--- config.mk ---
export PLATFORM = sky130hd
export DESIGN_NAME = signed_mult_unit
export DESIGN_NICKNAME = d
export VERILOG_FILES = /design/src/rtl/signed_mult_unit_pkg.sv /design/src/rtl/signed_mult_unit.sv
export SDC_FILE = /design/constraint.sdc
export NUM_CORES = 1
export LEC_CHECK = 0
export BUFFER_PORTS_ARGS = -buffer_cell sky130_fd_sc_hd__clkbuf_2
export CORE_MARGIN = 3
export CORE_UTILIZATION = 45
export DETAILED_ROUTE_END_ITERATION = 16
export GPL_TIMING_DRIVEN = 1
export PLACE_DENSITY = 0.71
export REMOVE_ABC_BUFFERS = 1
export SETUP_SLACK_MARGIN = 0.2
export SLEW_MARGIN = 20
export SYNTH_ARGS = -nofsm -noshare
export SYNTH_HDL_FRONTEND = slang
export SYNTH_SLANG_ARGS = --single-unit
export TNS_END_PERCENT = 5
--- constraint.sdc ---
create_clock -name clk -period 16.7 [get_ports clk]
set_clock_uncertainty 0.2 [all_clocks]
set_input_delay 1.67 -clock clk [delete_from_list [all_inputs] [get_ports clk]]
set_output_delay 1.67 -clock clk [all_outputs]
set_load 0.05 [all_outputs]
--- src/rtl/signed_mult_unit_pkg.sv ---
// Shared encodings for the iterative signed multiplier: FSM states and the
// handshake levels used between the execute stage and the multiplier.
package signed_mult_unit_pkg;

   typedef enum logic [1:0] {
      MULT_IDLE = 2'b00,
      MULT_CALC = 2'b01,
      MULT_DONE = 2'b10
   } mult_state_t;

   localparam logic MULT_START        = 1'b1;
   localparam logic MULT_STOP         = 1'b0;
   localparam logic MULT_FINISHED     = 1'b1;
   localparam logic MULT_NOT_FINISHED = 1'b0;

endpackage

--- src/rtl/signed_mult_unit.sv ---
// Multi-cycle signed WIDTHxWIDTH multiplier: radix-2 shift-add on operand
// magnitudes, sign applied to the 2*WIDTH-bit product on the final step.
module signed_mult_unit
   import signed_mult_unit_pkg::*;
#(
   parameter int WIDTH = 32,
   parameter int CNT_W = 6
) (
   input  logic                 clk,
   input  logic                 rst,
   input  logic                 mult_start,
   input  logic                 mult_cancel,
   input  logic [WIDTH-1:0]     signed_mult_op1,
   input  logic [WIDTH-1:0]     signed_mult_op2,
   output logic [2*WIDTH-1:0]   signed_mult_result,
   output logic                 mult_finished,
   output logic                 mult_busy
);

   mult_state_t        state;
   logic [CNT_W-1:0]   cnt;
   logic [WIDTH:0]     acc;      // upper half plus carry bit
   logic [WIDTH-1:0]   mcand;
   logic [WIDTH-1:0]   mplier;   // lower half of the product shifts in here
   logic               neg;

   logic [WIDTH:0]     sum;
   logic [WIDTH:0]     acc_nxt;
   logic [WIDTH-1:0]   mplier_nxt;
   logic [2*WIDTH-1:0] product;
   logic [2*WIDTH-1:0] product_signed;
   logic [WIDTH-1:0]   abs_op1;
   logic [WIDTH-1:0]   abs_op2;

   // Magnitude of the most negative value wraps to 2^(WIDTH-1), which is
   // still correct when read as unsigned.
   assign abs_op1 = signed_mult_op1[WIDTH-1] ? WIDTH'(0) - signed_mult_op1 : signed_mult_op1;
   assign abs_op2 = signed_mult_op2[WIDTH-1] ? WIDTH'(0) - signed_mult_op2 : signed_mult_op2;

   // NOTE: every signal assigned here gets a value on every path, so no latch is inferred.
   always_comb begin
      sum = acc;
      if (mplier[0])
         sum = acc + {1'b0, mcand};
      acc_nxt        = sum >> 1;
      mplier_nxt     = {sum[0], mplier[WIDTH-1:1]};
      product        = (2*WIDTH)'({acc_nxt, mplier_nxt});
      product_signed = neg ? ~product + 1'b1 : product;
   end

   // NOTE: state and datapath registers use non-blocking assignments so all
   // of them update together from the same pre-edge values.
   always_ff @(posedge clk or posedge rst) begin
      if (rst) begin
         state              <= MULT_IDLE;
         cnt                <= '0;
         acc                <= '0;
         mcand              <= '0;
         mplier             <= '0;
         neg                <= 1'b0;
         signed_mult_result <= '0;
         mult_finished      <= MULT_NOT_FINISHED;
         mult_busy          <= 1'b0;
      end else begin
         case (state)
            MULT_IDLE: begin
               mult_finished <= MULT_NOT_FINISHED;
               if (mult_start == MULT_START && !mult_cancel) begin
                  state     <= MULT_CALC;
                  mcand     <= abs_op1;
                  mplier    <= abs_op2;
                  neg       <= signed_mult_op1[WIDTH-1] ^ signed_mult_op2[WIDTH-1];
                  acc       <= '0;
                  cnt       <= '0;
                  mult_busy <= 1'b1;
               end
            end
            MULT_CALC: begin
               if (mult_cancel || mult_start == MULT_STOP) begin
                  state     <= MULT_IDLE;
                  mult_busy <= 1'b0;
               end else begin
                  acc    <= acc_nxt;
                  mplier <= mplier_nxt;
                  cnt    <= cnt + 1'b1;
                  if (cnt == CNT_W'(WIDTH-1)) begin
                     state              <= MULT_DONE;
                     signed_mult_result <= product_signed;
                     mult_finished      <= MULT_FINISHED;
                     mult_busy          <= 1'b0;
                  end
               end
            end
            MULT_DONE: begin
               state         <= MULT_IDLE;
               mult_finished <= MULT_NOT_FINISHED;
            end
            default: begin
               state         <= MULT_IDLE;
               mult_finished <= MULT_NOT_FINISHED;
               mult_busy     <= 1'b0;
            end
         endcase
      end
   end

endmodule

==> flow_summary.ini <==
[detailed_routing]
drt_iter0_drc = 815
postRouteWirelength_um = 30900
drc_errors = 0
num_vias = 10487
avgViaCountPerCell = 5.94
drt_first_pass_iters = 7
wire_per_inst_um = 17.5
ant_nets = 0

[setup_path]
path_cells = ha_1 > fa_1 > a211oi_1 > o211ai_1 > a21oi_1 > mux2_2 > a211oi_1 > nor4b_1 > or3b_1 > or4b_1 > mux2i_1 > nand2_1
slowest_stage = or4b_1
rrSetupSlack_ps = 11480
path_common_cell = a211oi_1
start_kind = flop
critPathArrivalTime_ps = 5340
slowest_delay_ps = 590
crit_type = reg2reg
worstPathMaxFanout = 9
crit_required_ps = 16810
end_kind = flop

[placement]
hpwlAfterDp_um = 22000
dp.cells = 1735
port_buffers = 133
dp_slack_ps = 11140
placed_area_um2 = 12300
gp_congestion = 0.915

[timing]
rsz0062_at_grt = no
finalHoldViolations = 0
finalMaxSlewViolations = 0
worst_slew_pin_slew_ps = 1110
final.setup.worst_slack_ps = 11480
final.setup.tns_ps = 0
slew_headroom_pct = 26.0
period_minus_slack_ps = 5220
setup_viol = 0
post-route-period-util_pct = 31.3
clock.fmax_mhz = 191

[yosys]
synth_area_um2 = 11400
synth_ff_type = dfrtp_1
yosys_warnings = 0
synth_seq_cells = 171
synth_compound_gate_area_share_pct = 23.6
async_flop_share_pct = 100
synthCells = 1354
synthMuxAreaShare_pct = 2.35
yosysUniqueCellTypes = 71
synthSimpleGateAreaFrac_pct = 18.6
synth_xor_area_share_pct = 10.1
synth_edf_count = 0
yosysSeqAreaShare_pct = 37.5
synth_fa_ha_area_share_pct = 4.12
synth_top_family_by_area = compound AO/OA/AOI/OAI gates
syn_avg_cell_area_um2 = 8.43

[pwr]
power_frac_comb_pct = 35.0
powerDensity_nw_per_um2 = 107
ir_drop_v = 0.0000674
power.internal_mw = 0.834
p_leak_nw = 5.72
clkPwrFrac_pct = 28.6
net-switching-power_mw = 0.539
swShare_pct = 39.3
p_seq_share_pct = 36.4

[run_status]
status = completed

[cells_and_area]
nets = 1535
fin_cells = 1766
final_area_um2 = 12900
drive_gt1_share_pct = 14.7
diodes = 0
n_fill_cell = 2333
syn_to_final_growth_pct = 12.6

[clock_network]
clock_path_buffers = 2
cts_tree = built
cts_buffers = 17
cts-root-buf = clkbuf_16
clock_latency_ps = 440
path_clk_slew_ps = 80
postCtsSetupBuffers = 0
cts.sinks = 171
postCtsHoldBufs = 0
cts-resized-gates = 0
cts_max_level = 4

[floorplan]
fp.dieArea_um2 = 27300
num_rows = 57
core-area_um2 = 24600
die_w_um = 165
start_util_pct = 46.4
die_h_um = 165
ioPinCount = 134

[global_route]
track_usage_pct = 22.6
grt_pass1_vias = 9720
antenna_found_initial = 0
grt_max_degree = 97
overflow = 0
grt_pass1_wl_um = 49900

[worst_hold_path]
hp-class = reg2reg

[flow_run]
drv_cap = 0
[power groups by stage]
stage / registers (mW) / clock network [mW] / logic [mW]
CTS: 0.499 / 0.399 / 0.476
floorplan: 0.496 / 0 / 0.352
detailed placement: 0.507 / 0 / 0.473
finish: 0.500 / 0.392 / 0.481
global route: 0.505 / 0.420 / 0.535
global placement: 0.505 / 0 / 0.464
[synthesized netlist by cell type, types with 4 or more instances]
library cell	instances	area [um2]
inv_1	25	93.8
nor4_1	13	81.3
o21a_1	7	52.6
mux2_2	6	67.6
a21o_1	7	52.6
nor4b_1	5	43.8
o21ai_0	172	861
clkbuf_1	73	274
ha_1	36	450
or4_1	23	173
o311ai_0	4	35.0
xnor2_1	53	464
xor2_1	79	692
nor3_1	14	70.1
o221ai_1	7	61.3
nand2_1	197	739
o211ai_1	9	67.6
o22ai_1	28	175
nor2b_1	6	37.5
nand2b_1	13	81.3
a22o_1	18	158
nor2_1	78	293
nand3_1	31	155
o2111ai_1	5	43.8
nand4_1	14	87.6
dfrtp_1	171	4280
a21oi_1	84	420
or3_1	9	56.3
o31ai_1	33	248
buf_1	10	37.5
or2_2	13	81.3
mux2i_1	20	200
a211oi_1	7	52.6
o41ai_1	20	175
[sequential cells by signal, indices dropped and copies added, names as in the netlist]
signal and flops:
mult_busy 1, signed_mult_result 64, mcand 32, mult_finished 1, cnt 6, state 2
mplier 32, neg 1, acc 32
[critical path, delay by kind of cell, from the launching register on]
family	cells	cell delay [ps]
adders and majority gates	2	690
AOI/OAI and AO/OA	4	1510
and+or+nand+nor	4	1730
muxes	2	540
DFF	1	420
[final timing paths]
path / startpoint / end / cells past startpoint
max: acc[0] / signed_mult_result[61] / 12
max in group asynchronous: rst / mplier[0] / 3
max reg2reg: acc[0] / signed_mult_result[61] / 12
min in group asynchronous: rst / signed_mult_result[5] / 2
min: signed_mult_result[9] / signed_mult_result[9] / 2
min reg2reg: signed_mult_result[9] / signed_mult_result[9] / 2
[routing by layer]
| layer | track usage, % | wire (um) | up-vias |
|---|---|---|---|
| met5 | 0 | 0 | - |
| met4 | 5.18 | 347 | 0 |
| met3 | 3.42 | 1540 | 36 |
| met2 | 37.0 | 14600 | 286 |
| met1 | 31.7 | 14400 | 5077 |
| li1 | - | - | 5088 |
[kinds of logic (layout without fill, tap and decap cells)]
| family | count (synthesis) | in the layout |
|---|---|---|
| and+or+nand+nor | 441 | 441 |
| AOI/OAI and AO/OA | 436 | 436 |
| DFF | 171 | 171 |
| xor gates and xnor gates | 132 | 132 |
| buffers and inverters | 111 | 199 |
| adders and majority gates | 37 | 37 |
| muxes | 26 | 26 |
[stage by stage]
step	hold slack (ps)	util [%]	power (mW)
after detailed placement	271	49.9	0.979
final	281	52.2	1.37
after global placement	262	49.9	0.970
after floorplan	266	-	0.848
after global routing	304	52.2	1.46
after CTS	288	52.2	1.37
[cells in the final DEF (no fill, tap or decap), types with 4 or more instances in the layout]
| cell | n |
|---|---|
| nor2_1 | 75 |
| nor2b_1 | 6 |
| o2111ai_1 | 5 |
| xnor2_1 | 53 |
| clkbuf_2 | 133 |
| o221ai_1 | 7 |
| inv_1 | 24 |
| or3_1 | 9 |
| o21ai_0 | 172 |
| inv_6 | 4 |
| o31ai_1 | 33 |
| nand3_1 | 31 |
| xor2_1 | 79 |
| buf_4 | 8 |
| o41ai_1 | 20 |
| nand4_1 | 14 |
| clkinv_4 | 4 |
| a22o_1 | 18 |
| or4_1 | 23 |
| dfrtp_1 | 169 |
| ha_1 | 36 |
| nor4b_1 | 5 |
| clkbuf_16 | 17 |
| clkinv_8 | 4 |
| nor3_1 | 14 |
| a21oi_1 | 84 |
| o22ai_1 | 28 |
| nand2_1 | 196 |
| nor4_1 | 13 |
| a211oi_1 | 7 |
| nand2b_1 | 13 |
| or2_2 | 13 |
| o211ai_1 | 9 |
| mux2_2 | 6 |
| a21o_1 | 7 |
| mux2i_1 | 20 |
| o21a_1 | 7 |
[cell type report]
cell class	count	area, um2	share of cell area [%]
inverter	26	103	0.798
clock inverter	14	156	1.22
tap	324	405	3.15
sequential	171	4280	33.3
multi-input combinational	1072	6740	52.5
timing repair buffer	142	737	5.73
clock buffer	17	425	3.31
Note: power is estimated with default switching activity, not from simulation.
